### src/rtl/ifetch_core_if.sv
// ifetch_core_if: groups the instruction-ROM port, the redirect input from
// execute, the decode-side valid/ready handshake and the fault flag.
//   master : the fetch unit (drives imem_en/imem_pc, out_*, fetch_fault)
//   slave  : the environment (ROM, execute, decode)
interface ifetch_core_if;
  logic        imem_en;
  logic [31:0] imem_pc;
  logic [31:0] imem_instr;
  logic        redirect_valid;
  logic [31:0] redirect_pc;
  logic        out_valid;
  logic [31:0] out_pc;
  logic [31:0] out_instr;
  logic        out_ready;
  logic        fetch_fault;

  modport master (
    output imem_en, imem_pc, out_valid, out_pc, out_instr, fetch_fault,
    input  imem_instr, redirect_valid, redirect_pc, out_ready
  );

  modport slave (
    input  imem_en, imem_pc, out_valid, out_pc, out_instr, fetch_fault,
    output imem_instr, redirect_valid, redirect_pc, out_ready
  );
endinterface

### src/rtl/ifetch_core.sv
// ifetch_core: instruction-fetch initiator for one core.
// Owns the PC, issues reads to a synchronous ROM (data one cycle after the
// request), pairs each returned word with its PC, buffers the pairs in a
// small FIFO and presents the head to decode over valid/ready. A redirect
// from execute flushes buffered and in-flight words and refetches at once.
//
// Ports:
//   clk  - core clock
//   rst  - synchronous active-high reset
//   bus  - ifetch_core_if.master: imem_en/imem_pc/imem_instr (ROM),
//          redirect_valid/redirect_pc (execute), out_valid/out_pc/
//          out_instr/out_ready (decode), fetch_fault
//
// Parameters:
//   RESET_PC   - first fetch address after reset
//   FIFO_DEPTH - (pc, instr) buffer entries, power of two, >= 2
//
// Optional build macro IFETCH_MISALIGN_TRAP_EN: a redirect to a non
// word-aligned target parks the unit in a FAULT state with a sticky
// fetch_fault until an aligned redirect or reset. Without it the low two
// target bits are cleared and fetch_fault is tied 0.
module ifetch_core #(
  parameter logic [31:0] RESET_PC   = 32'h0000_0000,
  parameter int          FIFO_DEPTH = 2
) (
  input  logic          clk,
  input  logic          rst,
  ifetch_core_if.master bus
);

  localparam int AW   = $clog2(FIFO_DEPTH);
  localparam int CNTW = AW + 1;
  // One extra bit so occupancy + credit arithmetic cannot overflow.
  localparam int CW   = AW + 2;
  localparam logic [CW-1:0] DEPTH_C = CW'(FIFO_DEPTH);

`ifdef IFETCH_MISALIGN_TRAP_EN
  localparam logic [0:0] ST_RUN   = 1'b0;
  localparam logic [0:0] ST_FAULT = 1'b1;

  logic [0:0] state_q, state_d;
`endif

  logic [31:0]     fetch_pc_q, fetch_pc_d;
  logic            inflight_q, inflight_d;
  logic [31:0]     req_pc_q, req_pc_d;
  logic [AW-1:0]   rd_ptr_q, rd_ptr_d;
  logic [AW-1:0]   wr_ptr_q, wr_ptr_d;
  logic [CNTW-1:0] count_q, count_d;
  logic [31:0]     fifo_pc_q    [FIFO_DEPTH];
  logic [31:0]     fifo_pc_d    [FIFO_DEPTH];
  logic [31:0]     fifo_instr_q [FIFO_DEPTH];
  logic [31:0]     fifo_instr_d [FIFO_DEPTH];

  logic            redirect;
  logic            misaligned;
  logic            in_fault;
  logic            has_head;
  logic            out_valid;
  logic            pop;
  logic            push;
  logic            flush;
  logic            issue;
  logic [31:0]     target;
  logic [31:0]     issue_pc;
  logic [CW-1:0]   occupancy;
  logic [CW-1:0]   limit;

  always_comb begin
    redirect = bus.redirect_valid;
    // Masking (rather than slicing) keeps every redirect_pc bit in use.
    target   = bus.redirect_pc & 32'hFFFF_FFFC;

`ifdef IFETCH_MISALIGN_TRAP_EN
    state_d    = state_q;
    misaligned = redirect && (bus.redirect_pc[1:0] != 2'b00);
    in_fault   = (state_q == ST_FAULT);
`else
    misaligned = 1'b0;
    in_fault   = 1'b0;
`endif

    // Head presentation: zeros when empty, forced invalid during a redirect.
    has_head      = (count_q != '0);
    bus.out_pc    = has_head ? fifo_pc_q[rd_ptr_q]    : 32'h0;
    bus.out_instr = has_head ? fifo_instr_q[rd_ptr_q] : 32'h0;
    out_valid     = !rst && !redirect && !in_fault && has_head;
    bus.out_valid = out_valid;
    pop           = out_valid && bus.out_ready;

    // Credit: words buffered plus the one in flight, less the one leaving
    // this cycle, must leave room for the word we are about to request.
    occupancy = CW'(count_q) + CW'(inflight_q);
    limit     = DEPTH_C + CW'(pop);

    issue      = 1'b0;
    push       = 1'b0;
    flush      = 1'b0;
    issue_pc   = fetch_pc_q;
    fetch_pc_d = fetch_pc_q;

    if (redirect) begin
      // Everything older than the redirect is wrong-path: drop it, including
      // the response landing this cycle.
      flush = 1'b1;
      if (misaligned) begin
`ifdef IFETCH_MISALIGN_TRAP_EN
        state_d    = ST_FAULT;
        fetch_pc_d = bus.redirect_pc;
`endif
      end else begin
`ifdef IFETCH_MISALIGN_TRAP_EN
        state_d = ST_RUN;
`endif
        issue      = 1'b1;
        issue_pc   = target;
        fetch_pc_d = target + 32'd4;
      end
    end else if (!in_fault) begin
      push  = inflight_q;
      issue = (occupancy < limit);
      if (issue) begin
        fetch_pc_d = fetch_pc_q + 32'd4;
      end
    end

    bus.imem_en     = issue && !rst;
    bus.imem_pc     = issue_pc;
    bus.fetch_fault = !rst && (in_fault || misaligned);

    inflight_d = issue;
    req_pc_d   = issue ? issue_pc : req_pc_q;

    fifo_pc_d    = fifo_pc_q;
    fifo_instr_d = fifo_instr_q;
    rd_ptr_d     = rd_ptr_q;
    wr_ptr_d     = wr_ptr_q;
    count_d      = count_q;

    if (flush) begin
      rd_ptr_d = '0;
      wr_ptr_d = '0;
      count_d  = '0;
    end else begin
      if (push) begin
        fifo_pc_d[wr_ptr_q]    = req_pc_q;
        fifo_instr_d[wr_ptr_q] = bus.imem_instr;
        wr_ptr_d               = wr_ptr_q + AW'(1);
      end
      if (pop) begin
        rd_ptr_d = rd_ptr_q + AW'(1);
      end
      count_d = count_q + CNTW'(push) - CNTW'(pop);
    end
  end

  // ---- register stage: control state (reset) ----
  always_ff @(posedge clk) begin
    if (rst) begin
      fetch_pc_q <= RESET_PC;
      inflight_q <= 1'b0;
      rd_ptr_q   <= '0;
      wr_ptr_q   <= '0;
      count_q    <= '0;
`ifdef IFETCH_MISALIGN_TRAP_EN
      state_q    <= ST_RUN;
`endif
    end else begin
      fetch_pc_q <= fetch_pc_d;
      inflight_q <= inflight_d;
      rd_ptr_q   <= rd_ptr_d;
      wr_ptr_q   <= wr_ptr_d;
      count_q    <= count_d;
`ifdef IFETCH_MISALIGN_TRAP_EN
      state_q    <= state_d;
`endif
    end
  end

  // ---- register stage: datapath (no reset, qualified by control) ----
  always_ff @(posedge clk) begin
    req_pc_q     <= req_pc_d;
    fifo_pc_q    <= fifo_pc_d;
    fifo_instr_q <= fifo_instr_d;
  end

endmodule

### src/flat_wrapper.sv
// flat-port wrapper written by rule: the top's interface ports become plain ports
module ifetch_core_flat 
#(
  parameter logic [31:0] RESET_PC   = 32'h0000_0000,
  parameter int          FIFO_DEPTH = 2
)
  (clk, rst, bus_imem_en, bus_imem_pc, bus_out_valid, bus_out_pc, bus_out_instr, bus_fetch_fault, bus_imem_instr, bus_redirect_valid, bus_redirect_pc, bus_out_ready);
  ifetch_core_if bus_i ();
  input  logic clk;
  input  logic rst;
  output wire logic [$bits(bus_i.imem_en)-1:0] bus_imem_en;
  output wire logic [$bits(bus_i.imem_pc)-1:0] bus_imem_pc;
  output wire logic [$bits(bus_i.out_valid)-1:0] bus_out_valid;
  output wire logic [$bits(bus_i.out_pc)-1:0] bus_out_pc;
  output wire logic [$bits(bus_i.out_instr)-1:0] bus_out_instr;
  output wire logic [$bits(bus_i.fetch_fault)-1:0] bus_fetch_fault;
  input wire logic [$bits(bus_i.imem_instr)-1:0] bus_imem_instr;
  input wire logic [$bits(bus_i.redirect_valid)-1:0] bus_redirect_valid;
  input wire logic [$bits(bus_i.redirect_pc)-1:0] bus_redirect_pc;
  input wire logic [$bits(bus_i.out_ready)-1:0] bus_out_ready;
  assign bus_imem_en = bus_i.imem_en;
  assign bus_imem_pc = bus_i.imem_pc;
  assign bus_out_valid = bus_i.out_valid;
  assign bus_out_pc = bus_i.out_pc;
  assign bus_out_instr = bus_i.out_instr;
  assign bus_fetch_fault = bus_i.fetch_fault;
  assign bus_i.imem_instr = bus_imem_instr;
  assign bus_i.redirect_valid = bus_redirect_valid;
  assign bus_i.redirect_pc = bus_redirect_pc;
  assign bus_i.out_ready = bus_out_ready;
  ifetch_core #(.RESET_PC(RESET_PC), .FIFO_DEPTH(FIFO_DEPTH)) u_core (.clk(clk), .rst(rst), .bus(bus_i));
endmodule
### config.mk
export PLATFORM = sky130hd
export DESIGN_NAME = ifetch_core_flat
export DESIGN_NICKNAME = d
export VERILOG_FILES = /design/src/rtl/ifetch_core_if.sv /design/src/rtl/ifetch_core.sv /design/src/flat_wrapper.sv
export SDC_FILE = /design/constraint.sdc
export NUM_CORES = 1
export LEC_CHECK = 0
export CORE_AREA = 2 2 120 151
export DETAILED_ROUTE_END_ITERATION = 7
export DIE_AREA = 0 0 122 153
export PLACE_DENSITY = 0.88
export SLEW_MARGIN = 15
export SYNTH_ARGS = -nofsm -noshare
export SYNTH_HDL_FRONTEND = slang
export SYNTH_SLANG_ARGS = --single-unit
export TNS_END_PERCENT = 5
### constraint.sdc
create_clock -name clk -period 9.2 [get_ports clk]
set_clock_uncertainty 0.15 [all_clocks]
set_input_delay 0.92 -clock clk [delete_from_list [all_inputs] [get_ports clk]]
set_output_delay 0.92 -clock clk [all_outputs]
set_load 0.005 [all_outputs]
Word-level counts from Yosys, hierarchy flattened
Cells that the tools add are included.
{ "totals": {"regBits": 197, "input_bits": 68, "out_inout_bits": 99, "word_cells": 54} }
{ "classes": {"n_addsub": 8, "order_cmp": 4, "muxes": 18, "n_bitwise": 3, "n_reduce_logical": 11} }
{ "op_table": {"columns": ["operator", "n"], "rows": [
  ["$mux 32", 12],
  ["$bwmux 64", 2],
  ["$add 32x3->32 const B", 2],
  ["$demux 32 s1", 1],
  ["$logic_and 1x1->1", 5],
  ["$ge 2x2->1 const B", 2],
  ["$not 1->2", 2],
  ["$reduce_bool 2->1", 2],
  ["$add 2x1->3", 1],
  ["$add 2x1->3 const A", 1],
  ["$lt 3x3->1", 1],
  ["$mux 1", 3],
  ["$add 1x1->1 const B", 2],
  ["$add 2x1->2", 1],
  ["$logic_not 1->1", 2],
  ["$lt 2x1->1 const B", 1],
  ["$reduce_and 2->1", 1],
  ["$reduce_or 2->1", 1],
  ["$sub 2x1->2", 1],
  ["$not 1->1", 1]
]} }

Longest topological paths before layout
{ "logic_depth": {"ltp_word": 8, "depth_mapped": 12, "ltp_nobuf": 9} }

Worst setup path after synthesis
No wires, ideal clock.
{ "synth_path": {"path_kind": "input port to flip-flop", "start": "input bus_redirect_valid", "end": "register u_core.fifo_instr_q[32] in the netlist's numbering (enable)", "arrival_time_ns": 4.588, "required_ns": 8.560, "slack_ns": 3.972, "cell_stages": 7, "path_buffers": 5, "cell_sequence": "buf_6 > buf_12 > buf_12 > buf_4 > buf_2 > nor2b_1 > nor2b_1"} }
{ "synth_via": {"word_cells_on_any_way": 4} }
{ "synth_lines": {"columns": ["element", "line_no", "source"], "rows": [
  ["from (decl)", "flat_wrapper.sv:18", "input wire logic [$bits(bus_i.redirect_valid)-1:0] bus_redirect_valid;"],
  ["$mux 1", "ifetch_core.sv:102", "if (redirect) begin"],
  ["named net u_core.push", "ifetch_core.sv:61", "logic push;"],
  ["$reduce_and 2->1 (no source line)", null, null],
  ["to (signal assigned)", "ifetch_core.sv:184", "fifo_instr_q <= fifo_instr_d;"],
  ["to (decl)", "ifetch_core.sv:52", "logic [31:0] fifo_instr_q [FIFO_DEPTH];"]
]} }
The timed path passes the listed nets, and every way through them passes these cells.
A chain may end at the register's enable or synchronous reset.

Final worst setup path
{ "layout_path": {"start": "input bus_redirect_valid", "end": "output bus_imem_en"} }
{ "layout_via": {"elab_chain_cells": 8} }
{ "layout_lines": {"columns": ["element", "line_no", "source"], "rows": [
  ["$logic_not 1->1", "ifetch_core.sv:87", "out_valid = !rst && !redirect && !in_fault && has_head;"],
  ["$logic_and 1x1->1 (2 in series)", "ifetch_core.sv:87", null],
  ["$logic_and 1x1->1", "ifetch_core.sv:89", "pop = out_valid && bus.out_ready;"],
  ["$add 2x1->3", "ifetch_core.sv:94", "limit = DEPTH_C + CW'(pop);"],
  ["$lt 3x3->1", "ifetch_core.sv:121", "issue = (occupancy < limit);"],
  ["$mux 1 (*)", "ifetch_core.sv:102", null],
  ["$logic_and 1x1->1 (*)", "ifetch_core.sv:127", "bus.imem_en = issue && !rst;"],
  ["to (decl)", "flat_wrapper.sv:11", "output wire logic [$bits(bus_i.imem_en)-1:0] bus_imem_en;"]
]} }
Mark *: on every way between the ends. The rest lies on a longest branch, timed or not.

==> impl_metrics.ini <==
[status]
status = finished, final reports clean

[place]
placed_area_sq_um = 10140
io_buffer_count = 159
routabilityCongestion = 0.8628
hpwl_mm = 12.25

[critical_path]
rr_worst_depth = 10
slowest_delay_ns = 0.60
rr_startpoint = u_core.count_q[0]$_SDFF_PP0_
startpoint = bus_redirect_valid
worst_ep_required_time_ns = 8.13
worstSetupEndpointType = primary output
start_kind = input pin
crit_fanout = 77
cp_cell_sequence = buf_2, buf_4, nor2_4, a41oi_4, buf_4, inv_2, nand2b_1, inv_1, clkdlybuf4s50_1
cp_slowest_cell = buf_4
cp.arrival_ns = 3.48
critPathMostFrequentCell = buf_4
path_class = input pin to primary output

[hold_path]
hold_depth = 0
hold_start = u_core.req_pc_q[7]$_DFFE_PP_
holdCritPathClass = flop to flop

[sta]
setup_tns_ns = 0
setup_violations = 0
rsz0062_at_grt = no
max_slew_margin = 0.2459
layout_min_cycle_time_ns = 4.545
finalHoldViolations = 0
max_freq_mhz = 220.0
fin_crit_sh = 0.4940
drv_slew = 0
worst_pin_slew_ns = 1.131

[synthesis]
synthArstFlopShare = 0
syn_area_sq_um = 8442
netlist_top_cells_count = edfxtp_1, nor2_1, mux2i_1
synth.top_cells.by_area = edfxtp_1, dfxtp_1, mux2i_1
synth.most_common_cell = edfxtp_1
yosys.area.top_type = edfxtp_1
synth_seq_area_share = 0.6308
avgSynthCellArea_sq_um = 13.23
synth.top_cell.area_share = 0.5478
yosysWarnings = 0
ys_types = 62
synth_cells = 638
synth_edf_count = 154
synth_ff_type = edfxtp_1
ys_ff_latch = 189

[global_route]
grt_pass1_vias = 5624
grt_first_pass_wirelength_mm = 28.71
grt_overflow_total = 0
grt_max_degree = 78
antenna_found_initial = 0
track_usage = 0.1986

[die]
die_y_um = 153
die_area_sq_um = 18670
die_w_um = 122
rows = 54
ioPinCount = 167
core_area_sq_um = 17230
initial_core_util = 0.4900

[run]
maxCapViolations = 0

[final_layout]
layout-drive-gt1-share = 0.1003
diodes = 0
syn_to_final_growth_pct = 27.02
layout.nets = 859
design_area_sq_um = 10720

[routing]
drt-total-wl_mm = 18.54
vias_per_cell = 5.497
vias = 5618
dr.pass1.iters = 5
drtAntennaViolNets = 0
drcViolationCount = 0
avgRoutedWirePerCell_um = 18.14
initialDrtViolationCount = 319

[pwr]
switching_share = 0.2348
clock_power_share = 0.379
p_int_mw = 1.454
p_sw_mw = 0.4462
peakVddDrop_v = 0.0001045
p_comb_frac = 0.096
p_seq_frac = 0.525
p_per_area_nw_per_um2 = 177.3
p_leak_nw = 3.682

[clock_network]
cts_sinks = 189
tritoncts = done
clk_pin_slew_ns = 0.07
htree_levels = 4
worstSkewPairLatency_ns = 0.42
postCtsSetupRepairBufs = 0
cts_resized = 0
cts_hold_buffers = 0
cts_buffer_depth = 2
cts_made_buffers = 17
clockRootBuffer = clkbuf_16
[stage by stage]
stage | hold WS [ns] | utilization | instances | power [mW] | worst slack (ns)
CTS | 0.2965 | 0.6224 | 1022 | 1.913 | 4.691
global placement | 0.2718 | 0.5886 | 991 | 1.188 | 4.751
detailed placement | 0.2796 | 0.5886 | 991 | 1.197 | 4.704
global route | 0.3073 | 0.6224 | 1022 | 1.965 | 4.508
floorplan | 0.2715 | - | 642 | 1.101 | 3.972
finish | 0.2968 | 0.6224 | 1022 | 1.901 | 4.655
[final timing paths]
path | end | slack, ns
worst min register to register | u_core.fifo_pc_q[39]$_DFFE_PP_ | 0.30
worst max register to register | u_core.fetch_pc_q[19]$_SDFFE_PP0P_ | 6.21
worst min-delay path | u_core.fifo_pc_q[39]$_DFFE_PP_ | 0.30
worst max-delay path | bus_imem_en | 4.65
[logic make-up (layout without fill, tap and decap cells)]
| group | after synthesis | after routing | share of synthesized area |
|---|---|---|---|
| other cells | 1 | 5 | 0.0004442 |
| xor+xnor | 14 | 14 | 0.01452 |
| buf+inv | 51 | 207 | 0.03542 |
| simple gates | 230 | 230 | 0.1485 |
| flops | 189 | 189 | 0.6308 |
| compound gates | 58 | 58 | 0.05188 |
| mux | 90 | 90 | 0.1110 |
| fa+ha+maj | 5 | 5 | 0.007411 |
[power groups by stage]
stage          sequential (mW)  clock [mW]  combinational, mW
2_1_floorplan             1.01           0             0.0912
3_3_place_gp              1.01           0              0.176
3_5_place_dp              1.02           0              0.181
4_1_cts                  0.997       0.732              0.183
5_1_grt                   1.00       0.767              0.196
6_report                 0.998       0.721              0.182
[cell usage in the layout, fill, tap and decap left out, types with 5 or more instances in the layout]
cell type / count
mux2_2: 21
nor3_1: 10
mux2i_1: 67
xnor2_1: 10
ha_1: 5
nand3b_1: 27
buf_4: 7
inv_1: 9
dfxtp_1: 34
o21ai_0: 14
nand4_1: 8
nand3_1: 28
nor2_1: 69
clkbuf_16: 17
nor3b_1: 6
nand4b_1: 7
a21oi_1: 11
nand2_1: 35
conb_1: 5
or4_1: 5
nor2b_1: 5
clkdlybuf4s50_1: 157
clkinv_4: 6
edfxtp_1: 154
or3_1: 7
[layout make-up]
type	instances	area [sq um]
Fill cell	1313	6506
Sequential cell	189	5329
Multi-Input combinational cell	402	2860
Timing Repair Buffer	166	1634
Clock buffer	17	425.4
Tap cell	224	280.3
Clock inverter	14	156.4
Inverter	10	37.54
[per-layer routing]
metal / track usage / vias up / part of all wire
met5: 0 / - / 0
met4: 0.07389 / 0 / 0.025
met3: 0.03731 / 35 / 0.042
met2: 0.3557 / 166 / 0.53
met1: 0.2342 / 2747 / 0.40
li1: - / 2670 / -
[state kept, by name (all words and copies together), names as in the netlist]
name and cells:
u_core.fetch_pc_q 30, u_core.wr_ptr_q 1, u_core.req_pc_q 30, u_core.inflight_q 1, u_core.fifo_pc_q 60, u_core.rd_ptr_q 1
u_core.fifo_instr_q 64, u_core.count_q 2
[worst max-delay path: cells and delay by family]
kind / cells / cell delay (ns)
simple gates: 2 / 0.32
buf+inv: 6 / 1.89
compound gates: 1 / 0.23
Power figures use the tool's default switching activity.
